[config.mk]
export PLATFORM = sky130hd
export DESIGN_NAME = dffram_wb_ctrl
export DESIGN_NICKNAME = d
export VERILOG_FILES = /design/src/rtl/dffram_pkg.sv /design/src/rtl/dffram_clear_seq.sv /design/src/rtl/dffram_wb_ctrl.sv
export SDC_FILE = /design/constraint.sdc
export NUM_CORES = 1
export LEC_CHECK = 0
export ABC_AREA = 1
export ABC_CLOCK_PERIOD_IN_PS = 1350
export CORE_ASPECT_RATIO = 0.5
export CORE_MARGIN = 10
export CORE_UTILIZATION = 28
export DETAILED_ROUTE_END_ITERATION = 10
export PLACE_DENSITY = 0.8
export REMOVE_ABC_BUFFERS = 1
export SLEW_MARGIN = 20
export SYNTH_ARGS = -nofsm -noshare
export SYNTH_HDL_FRONTEND = slang
export SYNTH_SLANG_ARGS = --single-unit
[constraint.sdc]
create_clock -name CLK -period 1.35 [get_ports CLK]
set_input_delay 0.27 -clock CLK [delete_from_list [all_inputs] [get_ports CLK]]
set_output_delay 0.27 -clock CLK [all_outputs]
set_load 0.01 [all_outputs]
[src/rtl/dffram_pkg.sv]
// dffram_pkg
// Shared definitions for the DFFRAM Wishbone controller slice.
//   state_t        controller FSM states (CLEAR exists only when the build
//                  defines DFFRAM_WB_CTRL_CLEAR_EN)
//   WORD_W         RAM word width in bits
//   calc_a_width   word-address width for a RAM of WSIZE kilobytes
package dffram_pkg;

    localparam int WORD_W = 32;

    typedef enum logic [2:0] {
        IDLE,
        WR_ACK,
        RD_WAIT,
        RD_ACK,
        CLEAR
    } state_t;

    // 1 KB holds 256 32-bit words, so each doubling of WSIZE adds one bit.
    function automatic int calc_a_width(input int wsize);
        return 8 + $clog2(wsize);
    endfunction

endpackage

[src/rtl/dffram_clear_seq.sv]
// dffram_clear_seq
// Word counter for the post-reset RAM clear sweep. It walks addresses
// 0..2**A_WIDTH-1 one word per cycle while run is high.
// Ports:
//   CLK    in   clock
//   RST_N  in   synchronous active-low reset (restarts the sweep at word 0)
//   run    in   controller is in its clear state; advance the counter
//   addr   out  word currently being cleared
//   busy   out  sweep not yet finished (high straight out of reset)
//   done   out  last word is being written this cycle
module dffram_clear_seq
    import dffram_pkg::*;
#(
    parameter int A_WIDTH = 10
) (
    input  logic               CLK,
    input  logic               RST_N,
    input  logic               run,
    output logic [A_WIDTH-1:0] addr,
    output logic               busy,
    output logic               done
);

    localparam logic [A_WIDTH-1:0] ONE = {{(A_WIDTH-1){1'b0}}, 1'b1};

    logic [A_WIDTH-1:0] cnt;
    logic               busy_q;

    always_ff @(posedge CLK) begin
        if (!RST_N) begin
            cnt    <= '0;
            busy_q <= 1'b1;
        end else if (busy_q && run) begin
            cnt <= cnt + ONE;
            if (&cnt) begin
                busy_q <= 1'b0;
            end
        end
    end

    assign addr = cnt;
    assign busy = busy_q;
    assign done = busy_q & run & (&cnt);

endmodule

[src/rtl/dffram_wb_ctrl.sv]
// dffram_wb_ctrl
// Wishbone classic slave driving one DFFRAM macro port. Single-beat reads
// and writes are translated into EN/WE/A/Di; Do is captured one cycle after
// EN and returned with the acknowledge.
// Build option: define DFFRAM_WB_CTRL_CLEAR_EN to zero the whole RAM after
// every reset release (clr_busy_o high during the sweep, bus requests held
// off until it ends). Without it clr_busy_o is tied low.
// Ports:
//   CLK, RST_N      clock and synchronous active-low reset
//   wbs_cyc_i/stb_i bus request (sampled only while idle)
//   wbs_we_i        1 = write
//   wbs_sel_i       byte lanes, passed straight to RAM WE
//   wbs_adr_i       byte address; bits [A_WIDTH+1:2] select the word
//   wbs_dat_i       write data
//   wbs_ack_o       one-cycle acknowledge (suppressed if cyc drops)
//   wbs_dat_o       registered read data, held until the next read
//   ram_en_o/we_o/a_o/di_o  macro controls
//   ram_do_i        macro read data
//   clr_busy_o      clear sweep in progress
module dffram_wb_ctrl
    import dffram_pkg::*;
#(
    parameter  int WSIZE   = 4,
    localparam int A_WIDTH = calc_a_width(WSIZE)
) (
    input  logic               CLK,
    input  logic               RST_N,
    input  logic               wbs_cyc_i,
    input  logic               wbs_stb_i,
    input  logic               wbs_we_i,
    input  logic [3:0]         wbs_sel_i,
    input  logic [31:0]        wbs_adr_i,
    input  logic [31:0]        wbs_dat_i,
    output logic               wbs_ack_o,
    output logic [31:0]        wbs_dat_o,
    output logic               ram_en_o,
    output logic [3:0]         ram_we_o,
    output logic [A_WIDTH-1:0] ram_a_o,
    output logic [31:0]        ram_di_o,
    input  logic [31:0]        ram_do_i,
    output logic               clr_busy_o
);

    state_t              state;
    state_t              state_nxt;
    logic                req;
    logic [A_WIDTH-1:0]  adr_word;
    logic [WORD_W-1:0]   rd_dat_p1;

    // Upstream decode owns the high address bits; the byte offset is
    // meaningless for a word-wide RAM.
    logic unused_adr;
    assign unused_adr = ^{wbs_adr_i[31:A_WIDTH+2], wbs_adr_i[1:0]};

    // Qualifying with RST_N keeps the combinational RAM controls quiet
    // while reset is held, even if the bus is mid-request.
    assign req      = wbs_cyc_i & wbs_stb_i & RST_N;
    assign adr_word = wbs_adr_i[A_WIDTH+1:2];

`ifdef DFFRAM_WB_CTRL_CLEAR_EN
    localparam state_t RESET_STATE = CLEAR;

    logic               clr_run;
    logic               clr_done;
    logic [A_WIDTH-1:0] clr_addr;

    assign clr_run = (state == CLEAR);

    dffram_clear_seq #(
        .A_WIDTH (A_WIDTH)
    ) u_clear_seq (
        .CLK   (CLK),
        .RST_N (RST_N),
        .run   (clr_run),
        .addr  (clr_addr),
        .busy  (clr_busy_o),
        .done  (clr_done)
    );
`else
    localparam state_t RESET_STATE = IDLE;

    assign clr_busy_o = 1'b0;
`endif

    always_ff @(posedge CLK) begin
        if (!RST_N) begin
            state     <= RESET_STATE;
            rd_dat_p1 <= '0;
        end else begin
            state <= state_nxt;
            // Do is valid in the cycle after EN; capture it even if the
            // master has already abandoned the read.
            if (state == RD_WAIT) begin
                rd_dat_p1 <= ram_do_i;
            end
        end
    end

    assign wbs_dat_o = rd_dat_p1;

    always_comb begin
        state_nxt = state;
        wbs_ack_o = 1'b0;
        ram_en_o  = 1'b0;
        ram_we_o  = 4'h0;
        ram_a_o   = '0;
        ram_di_o  = '0;
        case (state)
            IDLE: begin
                if (req) begin
                    ram_en_o = 1'b1;
                    ram_a_o  = adr_word;
                    if (wbs_we_i) begin
                        ram_we_o  = wbs_sel_i;
                        ram_di_o  = wbs_dat_i;
                        state_nxt = WR_ACK;
                    end else begin
                        state_nxt = RD_WAIT;
                    end
                end
            end
            RD_WAIT: begin
                state_nxt = wbs_cyc_i ? RD_ACK : IDLE;
            end
            WR_ACK, RD_ACK: begin
                // A master that dropped cyc gets no acknowledge.
                wbs_ack_o = wbs_cyc_i;
                state_nxt = IDLE;
            end
`ifdef DFFRAM_WB_CTRL_CLEAR_EN
            CLEAR: begin
                if (RST_N) begin
                    ram_en_o = 1'b1;
                    ram_we_o = 4'hF;
                    ram_a_o  = clr_addr;
                end
                if (clr_done) begin
                    state_nxt = IDLE;
                end
            end
`endif
            default: begin
                state_nxt = IDLE;
            end
        endcase
    end

endmodule

==> reports/metrics.cfg <==
[clock_network]
root_buffer = clkbuf_16
clock_latency_ns = 0.27
cts_made_buffers = 5
cts_tree = done
htree_levels = 2
cts.reportedPaths.clkPinSlew_ns = 0.05
cts_buffer_depth = 2
cts_sinks = 34

[finish]
final.fill_count = 568
fin_util = 0.591
area_growth_syn_to_layout_pct = 106
diodes = 0
final_area_um2 = 3550
nets = 533
layoutNonFillerInstCount = 505
seqCellArea_um2 = 686
drive_above_1_share = 0.234
multi_input_area_um2 = 946

[power]
p_comb_frac = 0.292
power.density_nw_per_um2 = 857
p_seq_frac = 0.365
ir_worst_vdd_v = 0.000420
p_leak_nw = 1.70
p_clk_frac = 0.343
power_mw = 3.04
power.net_switching_mw = 0.796
swShare = 0.262
intPower_mw = 2.25

[place]
hpwl_um = 5600
gp_congestion = 0.695
place_ws_ns = -0.823
placed_area_um2 = 3410
placed_cells_incl_taps = 487
portBuffers = 162

[floorplan]
placementRows = 20
start_util = 0.286
ios = 186
die_w_um = 131
core_area_um2 = 6010
dieArea_um2 = 9870
die_y_um = 75.4

[synth]
synth_edf_count = 0
syn_inst = 259
syn_area_um2 = 1720
synth_fa_ha_area_frac = 0
yosysMostFrequentCell = nor2_1
synthMuxAreaShare = 0
ys.flop_type = dfxtp_1
synth-seq-area-share = 0.396
synth_common_cells = nor2_1 (102), nand3_1 (37), dfxtp_1 (34)
yosys.area_share.simple = 0.403
synth_top_area_frac = 0.396
yosys.area.top_type = dfxtp_1
synth_top_family_by_area = simple AND/OR/NAND/NOR gates
synth.top_cells.by_area = dfxtp_1 (40%), nor2_1 (22%), nand3_1 (11%), o21ai_0 (9.6%), nor3b_1 (4.4%)
async_reset_ff_frac = 0
synth-xor-area-share = 0
avgSynthCellArea_um2 = 6.64
synth_seq_cells = 34
yosysWarnings = 0
synth_compound_area_frac = 0.0960
synth_cell_type_count = 15

[critical_path]
r2r_end = wbs_dat_o[1]
crit_arrival_ns = 1.35
worst_setup_path_start_kind = flop
ff2ff_path_depth = 7
crit_start = state[1]
rr_startpoint = state[0]
cp-end-kind = output port
worstPathMaxFanout = 14
required_ns = 1.08
reg2reg_slack_ns = 0.10
worstSetupPathType = reg -> out
endpoint = ram_we_o[0]

[global_routing]
overflow = 0
antenna_found_initial = 0
grt_pass1_wl_um = 11600
grt_usage = 0.150
grt_pass1_vias = 2266
grt_start_max_net_pins = 34

[timing]
slew_viol_final = 0
finalCritPeriodShare = 1.20
setup_violations = 47
hold_viol = 0
rsz0062_at_grt = true
min_period_ns = 1.62
fmax_mhz = 619
setup_ws_ns = -0.266
fin_skew_ns = 0.00322

[detailed_routing]
ant_nets = 0
drc = 0
drt_iter0_markers = 110
wire_per_inst_um = 15.7
vias_per_cell = 4.52
drt_wl_total_um = 7910
dr.pass1.iters = 4
vias = 2285

[run]
maxCapViolCount = 0

[worst_hold_path]
min_path_type = reg -> reg

[status]
status = finished, violations left
failed_checks = negative setup slack

[worst min path at each step]
stage	startpoint	endpoint	slack [ns]	depth (start not counted)
global placement	wbs_dat_o[31]	wbs_dat_o[31]	0.46	2
floorplan	RST_N	wbs_dat_o[0]	0.41	2
CTS	wbs_dat_o[31]	wbs_dat_o[31]	0.48	2
finish	wbs_dat_o[17]	wbs_dat_o[17]	0.47	2
detailed placement	wbs_dat_o[31]	wbs_dat_o[31]	0.47	2
global route	wbs_dat_o[19]	wbs_dat_o[19]	0.49	2
[placed cells by master, fill, tap and decap left out, drive strengths merged]
cell type	count
clkbuf	7
nor3b	10
nand3	38
nand2	10
dfxtp	34
dlygate4sd2	33
conb	1
inv	7
nor2	102
buf	74
clkdlybuf4s50	78
clkdlybuf4s15	1
o21ai	33
[timing repair]
item | CTS | global route
setup endpoints to repair | 80 | 80
hold endpoints to repair | 0 | 0
hold buffers | 0 | 0
cloned | 5 | 0
resized for setup | 260 | 19
buffers inserted | 3 | 4
pin swaps | 3 | 10
[metrics by stage]
| step | hold WS, ns | setup TNS (ns) |
|---|---|---|
| after global routing | 0.490 | -11.83 |
| after global placement | 0.462 | -39.28 |
| after detailed placement | 0.472 | -39.69 |
| final | 0.469 | -8.12 |
| after floorplan | 0.406 | -30.60 |
| after CTS | 0.477 | -7.74 |
[metal layers]
layer	vias to the layer above	global-route usage	share of wire
met5	-	0	0
met4	0	0.0441	0.014
met3	10	0.0799	0.11
met2	96	0.269	0.51
met1	1010	0.150	0.36
li1	1169	-	-
[state kept, by name, indices dropped and copies added, names as in the netlist]
register   count
state          2
wbs_dat_o     32
[power groups by stage]
| stage | Sequential, mW | Clock (mW) | Combinational, mW |
|---|---|---|---|
| 4_1_cts | 1.11 | 1.07 | 0.866 |
| 3_3_place_gp | 1.13 | 0 | 0.845 |
| 5_1_grt | 1.12 | 1.13 | 0.974 |
| 2_1_floorplan | 1.17 | 0 | 0.258 |
| 3_5_place_dp | 1.13 | 0 | 0.848 |
| 6_report | 1.11 | 1.04 | 0.887 |
[logic make-up (layout without fill, tap and decap cells)]
group / count (synthesis) / in the layout
buf+inv: 31 / 200
other cells: 1 / 1
compound gates: 33 / 33
flops: 34 / 34
simple gates: 160 / 160
[area by class of cell]
| cell class | count | share of cell area |
|---|---|---|
| Clock buffer | 7 | 0.0373 |
| Inverter | 7 | 0.00951 |
| Multi-Input combinational cell | 194 | 0.266 |
| Sequential cell | 34 | 0.193 |
| Tap cell | 77 | 0.0271 |
| Timing Repair Buffer | 186 | 0.467 |
[worst max-delay path: stages, from the launching register on]
cell and delay (ns):
dfxtp_2 0.34, nor2_4 0.16, buf_12 0.16, buf_12 0.11, nand3_1 0.05, nor2_1 0.11
buf_2 0.14
Note: power is estimated with default switching activity, not from simulation.
